**config.mk**
```make
export PLATFORM = sky130hd
export DESIGN_NAME = csa_resolve
export DESIGN_NICKNAME = d
export VERILOG_FILES = /design/src/rtl/csa_resolve.sv
export SDC_FILE = /design/constraint.sdc
export NUM_CORES = 1
export LEC_CHECK = 0
export ABC_AREA = 1
export CORE_MARGIN = 5
export CORE_UTILIZATION = 54
export CTS_CLUSTER_DIAMETER = 60
export CTS_CLUSTER_SIZE = 30
export DETAILED_ROUTE_END_ITERATION = 10
export GPL_ROUTABILITY_DRIVEN = 0
export GPL_TIMING_DRIVEN = 1
export HOLD_SLACK_MARGIN = 0.03
export PLACE_DENSITY = 0.85
export SETUP_SLACK_MARGIN = 0.2
export SLEW_MARGIN = 20
export SYNTH_ARGS = -nofsm -noshare
export SYNTH_HDL_FRONTEND = slang
export SYNTH_SLANG_ARGS = --single-unit
```
**constraint.sdc**
```tcl
create_clock -name clk -period 7.3 [get_ports clk]
set_clock_uncertainty 0.15 [all_clocks]
set_input_delay 1.46 -clock clk [delete_from_list [all_inputs] [get_ports clk]]
set_output_delay 1.46 -clock clk [all_outputs]
set_load 0.005 [all_outputs]
```
**src/rtl/csa_resolve.sv**
```systemverilog
`default_nettype none
// csa_resolve: turns a carry-save (sum, carry) pair into a plain binary value,
// one CHUNK-bit slice per cycle, and holds the result until downstream accepts it.
module csa_resolve #(
    parameter int WIDTH = 32,
    parameter int CHUNK = 8
) (
    input  logic               clk,
    input  logic               rst,
    input  logic               in_valid,
    output logic               in_ready,
    input  logic [WIDTH-1:0]   s_in,
    input  logic [WIDTH-1:0]   c_in,
    output logic               out_valid,
    input  logic               out_ready,
    output logic [WIDTH+1:0]   result
);

    localparam int N  = WIDTH / CHUNK;
    localparam int IW = (N > 1) ? $clog2(N) : 1;
    localparam logic [IW-1:0] LAST_IDX = IW'(N - 1);

    typedef enum logic [1:0] {
        S_IDLE = 2'd0,
        S_ADD  = 2'd1,
        S_DONE = 2'd2
    } state_t;

    state_t                      state_q;
    logic [N-1:0][CHUNK-1:0]     sum_q;
    logic [N-1:0][CHUNK-1:0]     car_lo_q;
    logic                        car_top_q;
    logic [IW-1:0]               idx_q;
    logic                        cy_q;
    logic [N-1:0][CHUNK-1:0]     res_lo_q;
    logic [1:0]                  res_hi_q;
    logic                        out_valid_q;

    logic [CHUNK:0]              add_d;
    logic [1:0]                  top_d;

    // Carry vector is stored pre-shifted, so chunk k of both vectors share weights.
    always_comb begin
        add_d = {1'b0, sum_q[idx_q]} + {1'b0, car_lo_q[idx_q]} + {{CHUNK{1'b0}}, cy_q};
        top_d = {1'b0, car_top_q} + {1'b0, add_d[CHUNK]};
    end

    always_ff @(posedge clk) begin
        if (rst) begin
            state_q     <= S_IDLE;
            sum_q       <= '0;
            car_lo_q    <= '0;
            car_top_q   <= 1'b0;
            idx_q       <= '0;
            cy_q        <= 1'b0;
            res_lo_q    <= '0;
            res_hi_q    <= 2'b00;
            out_valid_q <= 1'b0;
        end else begin
            case (state_q)
                S_IDLE: begin
                    if (in_valid) begin
                        sum_q                 <= s_in;
                        {car_top_q, car_lo_q} <= {c_in, 1'b0};
                        idx_q                 <= '0;
                        cy_q                  <= 1'b0;
                        state_q               <= S_ADD;
                    end
                end
                S_ADD: begin
                    res_lo_q[idx_q] <= add_d[CHUNK-1:0];
                    cy_q            <= add_d[CHUNK];
                    if (idx_q == LAST_IDX) begin
                        res_hi_q    <= top_d;
                        idx_q       <= '0;
                        out_valid_q <= 1'b1;
                        state_q     <= S_DONE;
                    end else begin
                        idx_q <= idx_q + IW'(1);
                    end
                end
                S_DONE: begin
                    if (out_ready) begin
                        out_valid_q <= 1'b0;
                        state_q     <= S_IDLE;
                    end
                end
                default: begin
                    out_valid_q <= 1'b0;
                    state_q     <= S_IDLE;
                end
            endcase
        end
    end

    assign in_ready  = (state_q == S_IDLE) && !rst;
    assign out_valid = out_valid_q;
    assign result    = {res_hi_q, res_lo_q};

endmodule
`default_nettype wire

```
Word-level counts from Yosys, hierarchy flattened
Index checks and enable logic that the tools add are counted.
W data, S select, Z words.
{"block": "op_classes", "addsub": 4, "order_cmp": 2, "n_eq_ne": 6, "mux": 19, "n_bitwise": 1, "n_reduce_logical": 10}
{"operator": "$bmux W8 S2", "n": 2}
{"operator": "$bwmux W32", "n": 1}
{"operator": "$mux W8", "n": 3}
{"operator": "$demux W8 S2", "n": 1}
{"operator": "$mux W2", "n": 5}
{"operator": "$add A8 B8 Y9", "n": 1}
{"operator": "$add A9 B1 Y9", "n": 1}
{"operator": "$ne A2 B2 Y1 const B", "n": 3}
{"operator": "$pmux W2 S3", "n": 1}
{"operator": "$reduce_and A2 Y1", "n": 3}
{"operator": "$reduce_and A3 Y1", "n": 2}
{"operator": "$eq A2 B2 Y1 const B", "n": 2}
{"operator": "$pmux W2 S2", "n": 1}
{"operator": "$lt A2 B3 Y1 const B", "n": 1}
{"operator": "$mux W1", "n": 3}
{"operator": "$pmux W1 S3", "n": 1}
{"operator": "$add A1 B1 Y2", "n": 1}
{"operator": "$add A2 B1 Y2 const B", "n": 1}
{"operator": "$eq A2 B1 Y1 const B", "n": 1}
{"operator": "$ge A2 B1 Y1 const B", "n": 1}
{"operator": "$logic_and A1 B1 Y1", "n": 2}
{"operator": "$logic_not A2 Y1", "n": 1}
{"operator": "$pmux W1 S2", "n": 1}
{"operator": "$reduce_bool A2 Y1", "n": 1}
{"operator": "2 further kinds", "n": 2}
{"block": "totals", "regBits": 104, "inputBits": 68, "output_inout_bits": 36, "elab_cells": 60}

Depth between registers and ports, before layout
Gate-level depths: netlist of the first run.
{"block": "logic_depth", "word_depth": 5, "mapped_depth": 17, "mapped_depth_nobuf": 15}

Worst setup path before layout of the first run
OpenSTA, ideal clock, no wires.
{"block": "synth_path", "path_type": "input to output", "from": "input rst", "to": "output in_ready", "arrival_ps": 1803, "setup_slack_ps": 3887, "cell_stages": 2, "path_buffers": 1, "cell_sequence": "clkbuf_1 nor2_1"}
{"block": "synth_via", "elab_chain_len": 2}
{"element": "start: declaration", "line": "9", "rtl": "input logic rst,"}
{"element": "$logic_not A1 Y1", "line": "96", "rtl": "assign in_ready = (state_q == S_IDLE) && !rst;"}
{"element": "$logic_and A1 B1 Y1", "line": "96"}
{"element": "end: declaration", "line": "11", "rtl": "output logic in_ready,"}
Every way passes these cells.

Worst setup path in the final report of the first run
Ends and elaborated chain as after synthesis.

==> summary.txt, run 1 <==
Run status
  • Status: completed

Routing
  • Vias: 4440
  • DR pass1 iterations: 7
  • DRT iter0 DRCs: 240
  • Via density: approximately 5.4
  • Final wirelength: 11.4 mm
  • Drt wl/cell: about 14 µm
  • DRC Markers: 0
  • Antenna-violating nets left: 0

Setup path
  • Critical Path Max Stage Delay: ~0.67 ns
  • Startpoint types: primary input
  • Master of the slowest instance on the critical path: clkdlybuf4s50_1
  • Setup crit end kind: output port
  • R2r worst-path depth: 12
  • Buf/Inv on CP: 2
  • Crit Path Max Fanout: 14
  • Crit-path leading delay family: buffers and inverters
  • WP data required: 5.69 ns
  • Worst setup path class: primary input to output port
  • Cell repeated most along the worst path: clkdlybuf4s50_1
  • CP Cell Sequence: clkdlybuf4s50_1 -> nor2_1 -> clkdlybuf4s50_1
  • Worst path depth: 3
  • Arrival time worst endpoint: ~2.9 ns

Floorplanning
  • Chip width: about 100 µm
  • I/O pin cnt: approximately 100
  • Die ar.: approximately 11000 µm²
  • Area of the core: approximately 8300 µm²
  • Die Ht: around 100 µm
  • Initial Util: 55.7%
  • # rows: 33

Cells and area
  • Most frequent cells in the layout: nor2_1, dfxtp_1, clkdlybuf4s50_1
  • Fraction of layout cells with a size suffix above 1: between 4 and 5%
  • Final Core Density: 69.7%
  • # diodes: 0
  • Commonest non-fill, non-tap cell in the layout: nor2_1
  • Syn-to-layout area delta: 25.1%
  • Fin cells: slightly above 800
  • Final net count: just under 800

Synthesis
  • Share of the synthesized area in the top cell type: around 45%
  • Synth Area in Adders: roughly 4%
  • Complex-gate fraction of the synthesized area: between 10% and 20%
  • Cells after Synth: 631
  • Number of synthesized flops with an enable pin: 0
  • #FFs+latches synth: around 100
  • Post-synthesis mux area share: 0%
  • Yosys cell types: 30
  • Ranking of synthesized cells by area: dfxtp_1, nor2_1, o21ai_0, nand2_1, ha_1
  • Post-synth net total: slightly above 700
  • Post-Synth XOR/XNOR Area: 0.189%
  • Avg Synthesized Cell Area: 7.33 µm²
  • Yosys Warn Count: 0
  • Post-Syn Area: around 4600 µm²
  • Simple-gate portion of the synthesized area: a little under a quarter
  • Register area share after synthesis: a little under half
  • Largest area contributor in the netlist: dfxtp_1
  • Share of flip-flops with an asynchronous set or reset: 0%
  • Main flop type after synthesis: dfxtp_1
  • Main combinational cell family by area after synthesis: simple AND/OR/NAND/NOR gates

Timing
  • Fin. max-slew vios: 0
  • Worst Max-Slew Pin Slew: about 0.94 ns
  • Rel. slew slack: 37.1%
  • Hold WS: ~0.33 ns
  • Post-Route Setup TNS: 0 ns
  • Tmin final: ~4.5 ns
  • RSZ-0062 raised after global routing: no
  • Final hold violation count: 0
  • Worst Slack Setup Final: about 2.8 ns
  • Tcrit/Tclk final: 61.3%
  • F_max: between 0.2 and 0.25 GHz
  • Setup violations, final: 0

Global routing
  • Vias in the first global route: between 4k and 5k
  • Gr usage total: 22.7%
  • Global-route wire length before repair: between 15 and 20 mm
  • Largest net degree at the start of global routing: 93
  • GR Overflow Total: 0
  • Initial antenna violation count: 0

Place
  • Port Buffers: 103
  • Post-DP HPWL: slightly below 8 mm
  • DP Cell Count: between 800 and 900
  • Dpl ws: roughly 2.8 ns

Clocking
  • Root buffer cell: clkbuf_8
  • Post-CTS setup buffer count: 0
  • Hold-fix buffer count after cts: 0
  • CTS sink count: roughly 100
  • TritonCTS clock tree: done
  • Clock network latency to the later pin of the worst-skew pair: roughly 0.36 ns
  • TritonCTS buffer count: 9
  • Worst-path clk slew: roughly 0.090 ns
  • Post-CTS Resized: 0
  • H-Tree Depth: 3
  • CTS Buffer Depth: 2

Min path
  • HP Class: flip-flop to flip-flop
  • Worst hold stages: 2

Pwr
  • Pwr/cell area: 215 nW/µm²
  • P_leak: 0.00250 µW
  • Peak VDD IR: ~0.11 mV

Run
  • Max cap viols: 0
## metrics by stage
step           cell area (µm²)  total power [µW]
5_1_grt                   5790              1310
4_1_cts                   5790              1250
3_5_place_dp              5600               908
2_1_floorplan             4630               812
3_3_place_gp              5600               899
6_report                  5790              1250
## cells by family after synthesis
family / after synthesis
adder cells (fa/ha/maj): 14
AND/OR/NAND/NOR: 270
AO/OA/AOI/OAI: 159
XOR/XNOR: 1
buffers and inverters: 83
flip-flops: 104
## final timing paths
| path | startpoint | endpoint | slack, ns |
|---|---|---|---|
| worst max-delay path | rst | in_ready | 2.83 |
| worst min-delay path | result[24] | result[24] | 0.33 |
| worst max register to register | idx_q[1] | res_hi_q[0] | 3.51 |
| worst min register to register | result[24] | result[24] | 0.33 |
## synthesized netlist by cell type (9+ instances only)
cell	number
buf_2	9
nand2_1	67
o21a_1	17
inv_1	37
o22ai_1	13
o21ai_0	98
a21oi_1	22
ha_1	12
nand3_1	25
dfxtp_1	104
nor2_1	166
clkbuf_1	17
## where the power goes
part	switching [µW]	internal (µW)
Sequential	20.9	607
Clock	182	166
Combinational	156	115
## worst min-delay path, stage by stage, from the launching register on
cell and delay (ns):
dfxtp_1 0.32, nand2_1 0.06, a21oi_1 0.06
## flip-flops by register name, summed over array words and instances (netlist names)
| register | count |
|---|---|
| cy_q | 1 |
| idx_q | 2 |
| result | 32 |
| car_top_q | 1 |
| car_lo_q | 31 |
| out_valid | 1 |
| state_q | 2 |
| sum_q | 32 |
| res_hi_q | 2 |
## final cells by class
class | instances | area, µm²
clock buffers | 12 | 145
clock inverters | 3 | 42.5
fillers | 689 | 2510
inverters | 46 | 175
multi-input cells | 444 | 2170
flip-flops and latches | 104 | 2080
well taps | 105 | 131
repair buffers | 105 | 1050
## routing by layer
metal,vias to the layer above,global-route usage [%],routed length [µm]
met4,0,7.97,214
li1,2206,-,-
met5,-,0,0
met2,185,38.0,5500
met1,2025,30.1,4860
met3,24,3.25,794
Note: power is estimated with default switching activity, not from simulation.
==> run 2: changes to the inputs <==
--- a/config.mk
+++ b/config.mk
@@ -7,14 +7,14 @@
 export LEC_CHECK = 0
 export ABC_AREA = 1
 export CORE_MARGIN = 5
-export CORE_UTILIZATION = 54
+export CORE_UTILIZATION = 50
 export CTS_CLUSTER_DIAMETER = 60
 export CTS_CLUSTER_SIZE = 30
 export DETAILED_ROUTE_END_ITERATION = 10
 export GPL_ROUTABILITY_DRIVEN = 0
 export GPL_TIMING_DRIVEN = 1
 export HOLD_SLACK_MARGIN = 0.03
-export PLACE_DENSITY = 0.85
+export PLACE_DENSITY = 0.79
 export SETUP_SLACK_MARGIN = 0.2
 export SLEW_MARGIN = 20
 export SYNTH_ARGS = -nofsm -noshare
==> constraint.sdc (replaced) <==
create_clock -name clk -period 4.2 [get_ports clk]
set_clock_uncertainty 0.15 [all_clocks]
set_input_delay 0.84 -clock clk [delete_from_list [all_inputs] [get_ports clk]]
set_output_delay 0.84 -clock clk [all_outputs]
set_load 0.005 [all_outputs]
==> run 2 against run 1 <==
  * Via count is 1.9% lower
  * Global-route usage is 1.7 points lower
  * Setup slack worse by 1.8 ns
  * Sequential share of layout area is 0.10 points lower
  * Wire length is 2.5% higher
  * Count of clock-buffer cells in the layout is 2 lower
  * Critical path depth stayed put
  * Non-clock buffer count is 2 higher
  * Design area is 0.28% higher
  * Combinational power is 75% higher
  * Sequential power is 74% higher
  * Worst hold slack worse by 0.0094 ns
==> summary.txt, run 2 (synthesis gave the netlist of run 1 again) <==
Run status
  • Status: completed (unchanged)

Routing
  • Vias: 4355 (was 4440)
  • DR pass1 iterations: 4 (was 7)
  • DRC Markers: 0 (unchanged)
  • Final wirelength: 11.6 mm (was 11.4 mm)
  • Via density: 5.26 (was 5.42)
  • Antenna-violating nets left: 0 (unchanged)
  • DRT iter0 DRCs: 308 (was 240)
  • Drt wl/cell: 14.1 µm (was 13.9 µm)

Setup path
  • Startpoint types: primary input (unchanged)
  • R2r worst-path depth: 13 (was 12)
  • Arrival time worst endpoint: 2.23 ns (was 2.86 ns)
  • WP data required: 3.21 ns (was 5.69 ns)
  • Critical R2R Capture: res_hi_q[0] (unchanged)
  • R2R setup slack: 1.00 ns (was 3.51 ns)
  • FF-to-FF Start: idx_q[1] (unchanged)
  • Setup crit end kind: output port (unchanged)
  • Crit Path Max Fanout: 14 (unchanged)
  • Worst setup path class: primary input to output port (unchanged)

Floorplanning
  • # rows: 35 (was 33)
  • Area of the core: 9110 µm² (was 8300 µm²)
  • Initial Util: 50.8% (was 55.7%)
  • Die Ht: 106 µm (was 103 µm)
  • I/O pin cnt: 104 (unchanged)
  • Die ar.: 11300 µm² (was 10500 µm²)
  • Chip width: 106 µm (was 103 µm)

Min path
  • Hold Crit Start: result[10] (was result[24])
  • Worst hold stages: 2 (unchanged)
  • Hold Path Sink: result[10] (was result[24])
  • HP Class: flip-flop to flip-flop (unchanged)

Timing
  • Final hold violation count: 0 (unchanged)
  • Post-Route Setup TNS: 0 ns (unchanged)
  • RSZ-0062 raised after global routing: no (unchanged)
  • Rel. slew slack: 36.6% (was 37.1%)
  • Fin. max-slew vios: 0 (unchanged)
  • F_max: 0.311 GHz
  • Setup violations, final: 0 (unchanged)
  • Tmin final: 3.22 ns
  • Worst Max-Slew Pin Slew: 0.950 ns (was 0.942 ns)
  • Tcrit/Tclk final: around three quarters

Place
  • Post-DP HPWL: 8.27 mm (was 7.92 mm)
  • Port Buffers: 103 (unchanged)

Cells and area
  • Syn-to-layout area delta: 25.5% (was 25.1%)
  • Fraction of layout cells with a size suffix above 1: 4.88% (was 4.34%)
  • Commonest non-fill, non-tap cell in the layout: nor2_1 (unchanged)
  • Final net count: 794 (was 792)
  • # diodes: 0 (unchanged)
  • Most frequent cells in the layout: nor2_1, dfxtp_1, clkdlybuf4s50_1 (unchanged)

Pwr
  • Overall Power: 2130 µW (was 1250 µW)
  • Peak VDD IR: 0.179 mV (was 0.113 mV)
  • Pwr/cell area: 368 nW/µm² (was 215 nW/µm²)
  • P_leak: 0.00251 µW (was 0.00250 µW)

Clocking
  • Worst-path clk slew: 0.09 ns (about the same)
  • H-Tree Depth: 3 (unchanged)
  • Hold-fix buffer count after cts: 0 (unchanged)
  • Root buffer cell: clkbuf_8 (unchanged)
  • Post-CTS setup buffer count: 0 (unchanged)
  • TritonCTS clock tree: done (unchanged)
  • CTS sink count: 104 (unchanged)
  • Post-CTS Resized: 0 (unchanged)
  • Clock network latency to the later pin of the worst-skew pair: 0.38 ns (was 0.36 ns)
  • CTS Buffer Depth: 2 (unchanged)
  • TritonCTS buffer count: 9 (unchanged)

Global routing
  • Largest net degree at the start of global routing: 67 (was 93)
  • GR Overflow Total: 0 (unchanged)
  • Vias in the first global route: 4076 (was 4155)
  • Global-route wire length before repair: 19.5 mm (was 19.2 mm)
  • Gr usage total: 21.0% (was 22.7%)
  • Initial antenna violation count: 0 (unchanged)

Run
  • Max cap viols: 0 (unchanged)
## run 2: changes by cell type in the layout (fill, tap and decap cells not counted), sizes merged
cell,before,now
clkinv,2,4
inv,45,47
buf,2,4
bufinv,1,0
clkbuf,12,10
## run 2: area by class of cell
type / count / area (µm²)
Fill cell: 823 / 3300
Multi-Input combinational cell: 444 / 2170
Sequential cell: 104 / 2080
Timing Repair Buffer: 107 / 1070
Inverter: 46 / 173
Tap cell: 111 / 139
Clock buffer: 10 / 128
Clock inverter: 6 / 43.8
## run 2: through the flow
step	hold slack (ns)	worst slack (ns)	util [%]	instance area (µm²)	instances
6_report	0.319	0.981	63.7	5800	828
4_1_cts	0.321	0.990	63.7	5800	828
2_1_floorplan	0.305	1.50	-	4630	631
3_5_place_dp	0.308	1.00	61.8	5630	812
3_3_place_gp	0.302	1.02	61.8	5630	812
5_1_grt	0.342	0.656	63.7	5800	828
## run 2: worst max-delay path, cell delays in order
cell	delay, ns
clkdlybuf4s50_1	0.67
nor2_1	0.20
clkdlybuf4s50_1	0.52
## run 2: worst max-delay path by stage
stage | startpoint | endpoint | slack (ns) | cells after the start
2_1_floorplan | idx_q[0] | res_hi_q[0] | 1.50 | 16
3_3_place_gp | rst | in_ready | 1.02 | 3
3_5_place_dp | rst | in_ready | 1.0 | 3
4_1_cts | rst | in_ready | 0.99 | 3
5_1_grt | idx_q[1] | res_hi_q[0] | 0.66 | 15
6_report | rst | in_ready | 0.98 | 3
## run 2: power breakdown
group | switching [µW] | internal (µW) | leakage [µW]
logic | 272 | 202 | 0.00157
clock network | 350 | 219 | 0.0000870
registers | 36.2 | 1060 | 0.000855
## run 2: layer usage
layer  wire (µm)  vias to the layer above  part of all wire, %  global-route usage [%]
met5           0                        -                    0                       0
met1        5300                     1991                   46                    28.4
li1            -                     2212                    -                       -
met2        5350                      137                   46                    33.3
met4         201                        0                  1.7                    7.03
met3         788                       15                  6.8                    4.37
==> run 3: changes to the inputs <==
--- a/config.mk
+++ b/config.mk
@@ -7,14 +7,14 @@
 export LEC_CHECK = 0
 export ABC_AREA = 1
 export CORE_MARGIN = 5
-export CORE_UTILIZATION = 50
+export CORE_UTILIZATION = 45
 export CTS_CLUSTER_DIAMETER = 60
 export CTS_CLUSTER_SIZE = 30
 export DETAILED_ROUTE_END_ITERATION = 10
 export GPL_ROUTABILITY_DRIVEN = 0
 export GPL_TIMING_DRIVEN = 1
 export HOLD_SLACK_MARGIN = 0.03
-export PLACE_DENSITY = 0.79
+export PLACE_DENSITY = 0.75
 export SETUP_SLACK_MARGIN = 0.2
 export SLEW_MARGIN = 20
 export SYNTH_ARGS = -nofsm -noshare
==> constraint.sdc (replaced) <==
create_clock -name clk -period 2.8 [get_ports clk]
set_clock_uncertainty 0.15 [all_clocks]
set_input_delay 0.56 -clock clk [delete_from_list [all_inputs] [get_ports clk]]
set_output_delay 0.56 -clock clk [all_outputs]
set_load 0.005 [all_outputs]
==> run 3 against run 2 <==
  * Worst hold slack better by 0.012 ns
  * Non-clock buffer count up 17
  * Clock power up 62%
  * Power up 56%
  * Register-to-register slack worse by 0.73 ns
  * Setup slack worse by 0.71 ns
  * Design area up 4.5%
  * Critical path type is now flip-flop to flip-flop
  * Largest power group unchanged
  * Highest routed layer unchanged
==> summary.txt, run 3 (synthesis gave the netlist of run 1 again) <==
Run status
  • Status: completed (unchanged)

Global routing
  • Initial antenna violation count: 0 (unchanged)
  • Global-route wire length before repair: 19.8 mm (was 19.5 mm)
  • Gr usage total: 19.0% (was 21.0%)
  • Met1 Use GR: 26.8% (was 28.4%)
  • Vias in the first global route: 4167 (was 4076)
  • GR Overflow Total: 0 (unchanged)
  • Met2 track demand over resource: 28.9% (was 33.3%)
  • Largest net degree at the start of global routing: 67 (unchanged)
  • Met3 GRT Util: 5.11% (was 4.37%)
  • Gr busiest metal: met2 (unchanged)

Setup path
  • Setup crit end kind: flip-flop (was output port)
  • Worst setup path class: flip-flop to flip-flop (was primary input to output port)
  • Master of the slowest instance on the critical path: dfxtp_4 (was clkdlybuf4s50_1)
  • CP Cell Sequence: buf_8 -> o21ai_0 -> o21ai_2 -> fa_2 -> inv_1 -> fa_2 -> inv_2 -> nand2_2 -> a21oi_2 -> nand2_1 -> nand2_2 -> ha_1 -> nand2_1 -> a21oi_1 (was clkdlybuf4s50_1 -> nor2_1 -> clkdlybuf4s50_1)
  • WP data required: 2.93 ns (was 3.21 ns)
  • Crit Path Max Fanout: 6 (was 14)
  • Buf/Inv on CP: 3 (was 2)
  • Critical Path Max Stage Delay: 0.44 ns (was 0.67 ns)
  • Crit-path leading delay family: adder cells (was buffers and inverters)
  • Arrival time worst endpoint: 2.66 ns (was 2.23 ns)
  • Startpoint types: flip-flop (was primary input)

Clocking
  • H-Tree Depth: 3 (unchanged)
  • Worst-path clk slew: 0.11 ns (was 0.09 ns)
  • TritonCTS clock tree: done (unchanged)
  • Root buffer cell: clkbuf_8 (unchanged)
  • Hold-fix buffer count after cts: 0 (unchanged)
  • CTS Buffer Depth: 2 (unchanged)
  • Clock network latency to the later pin of the worst-skew pair: 0.37 ns (was 0.38 ns)
  • TritonCTS buffer count: 9 (unchanged)
  • CTS sink count: 104 (unchanged)

Floorplanning
  • Die Ht: 111 µm (was 106 µm)
  • Area of the core: 10200 µm² (was 9110 µm²)
  • # rows: 37 (was 35)
  • Initial Util: 45.4% (was 50.8%)
  • I/O pin cnt: 104 (unchanged)
  • Chip width: 111 µm (was 106 µm)
  • Die ar.: 12400 µm² (was 11300 µm²)

Cells and area
  • Fraction of layout cells with a size suffix above 1: 9.13% (was 4.88%)
  • Sequential standard cell area: 2090 µm² (was 2080 µm²)
  • Syn-to-layout area delta: 31.1% (was 25.5%)
  • Multi-input gate area: 2200 µm² (was 2170 µm²)
  • Most frequent cells in the layout: nor2_1, clkdlybuf4s50_1, dfxtp_1 (was nor2_1, dfxtp_1, clkdlybuf4s50_1)
  • Final net count: 811 (was 794)
  • Fillcell total: 892 (was 823)
  • Commonest non-fill, non-tap cell in the layout: nor2_1 (unchanged)
  • Fin cells: 870 (was 828)
  • # diodes: 0 (unchanged)

Timing
  • Tmin final: ~2.5 ns
  • RSZ-0062 raised after global routing: no (unchanged)
  • Final hold violation count: 0 (unchanged)
  • Rel. slew slack: 37.6% (was 36.6%)
  • F_max: 0.395 GHz
  • Post-Route Setup TNS: 0 ns (unchanged)
  • Tcrit/Tclk final: between 90% and 100%
  • Worst Max-Slew Pin Slew: 0.937 ns (was 0.950 ns)
  • Setup violations, final: 0 (unchanged)
  • Fin. max-slew vios: 0 (unchanged)

Run
  • Max cap viols: 0 (unchanged)

Routing
  • Drt wl/cell: 13.9 µm (was 14.1 µm)
  • Via density: 5.13 (was 5.26)
  • Antenna-violating nets left: 0 (unchanged)
  • DRC Markers: 0 (unchanged)
  • Final wirelength: 12.1 mm (was 11.6 mm)
  • DRT iter0 DRCs: 416 (was 308)
  • DR pass1 iterations: 5 (was 4)
  • Vias: 4464 (was 4355)

Pwr
  • Peak VDD IR: 0.333 mV (was 0.179 mV)
  • P_leak: 0.00262 µW (was 0.00251 µW)
  • Overall Power: 3330 µW (was 2130 µW)
  • Pwr/cell area: 550 nW/µm² (was 368 nW/µm²)

Place
  • DP Cell Count: 843 (was 812)
  • Port Buffers: 103 (unchanged)
  • Post-DP HPWL: 8.84 mm (was 8.27 mm)

Min path
  • HP Class: flip-flop to flip-flop (unchanged)
[run 3: metrics by stage]
step / cell area, µm² / hold WS (ns) / util (%) / setup slack [ns]
final: 6070 / 0.331 / 59.6 / 0.271
after global routing: 6070 / 0.355 / 59.6 / 0.160
after CTS: 5930 / 0.330 / 58.2 / 0.202
after detailed placement: 5700 / 0.312 / 56.0 / 0.0230
after global placement: 5700 / 0.311 / 56.0 / 0.160
after floorplan: 4650 / 0.305 / - / 0.221
[run 3: cell type report]
cell class,instances,area share [%]
Clock buffer,9,2.04
Tap cell,136,2.81
Sequential cell,104,34.4
Clock inverter,7,1.20
Timing Repair Buffer,124,20.2
Inverter,46,3.01
Multi-Input combinational cell,444,36.3
[run 3: report_power, final]
| group | internal, µW | switching (µW) |
|---|---|---|
| Sequential | 1580 | 69.4 |
| Combinational | 338 | 421 |
| Clock | 353 | 570 |
| Total | 2270 | 1060 |
[run 3: path summary, 6_finish.rpt]
path	start	end	slack, ns	cells past startpoint
max	idx_q[0]	res_hi_q[0]	0.27	14
min	result[10]	result[10]	0.33	2
max reg2reg	idx_q[0]	res_hi_q[0]	0.27	14
min reg2reg	result[10]	result[10]	0.33	2
[run 3: routing by layer]
metal | vias up | part of all wire [%]
met4 | 0 | 1.8
met3 | 21 | 7.3
met2 | 168 | 45
met1 | 2029 | 46
met5 | - | 0
li1 | 2246 | -
[run 3: worst reg2reg max path, stage by stage, from the launching register on]
cell and delay, ns:
dfxtp_4 0.44, buf_8 0.13, o21ai_0 0.11, o21ai_2 0.19, fa_2 0.22, inv_1 0.05
fa_2 0.38, inv_2 0.06, nand2_2 0.05, a21oi_2 0.15, nand2_1 0.09, nand2_2 0.08
ha_1 0.23, nand2_1 0.07, a21oi_1 0.05
[run 3: timing repair]
action,CTS,global route
gates resized for setup,11,20
setup endpoints to repair,7,10
buffers inserted,1,10
pin swaps,3,7
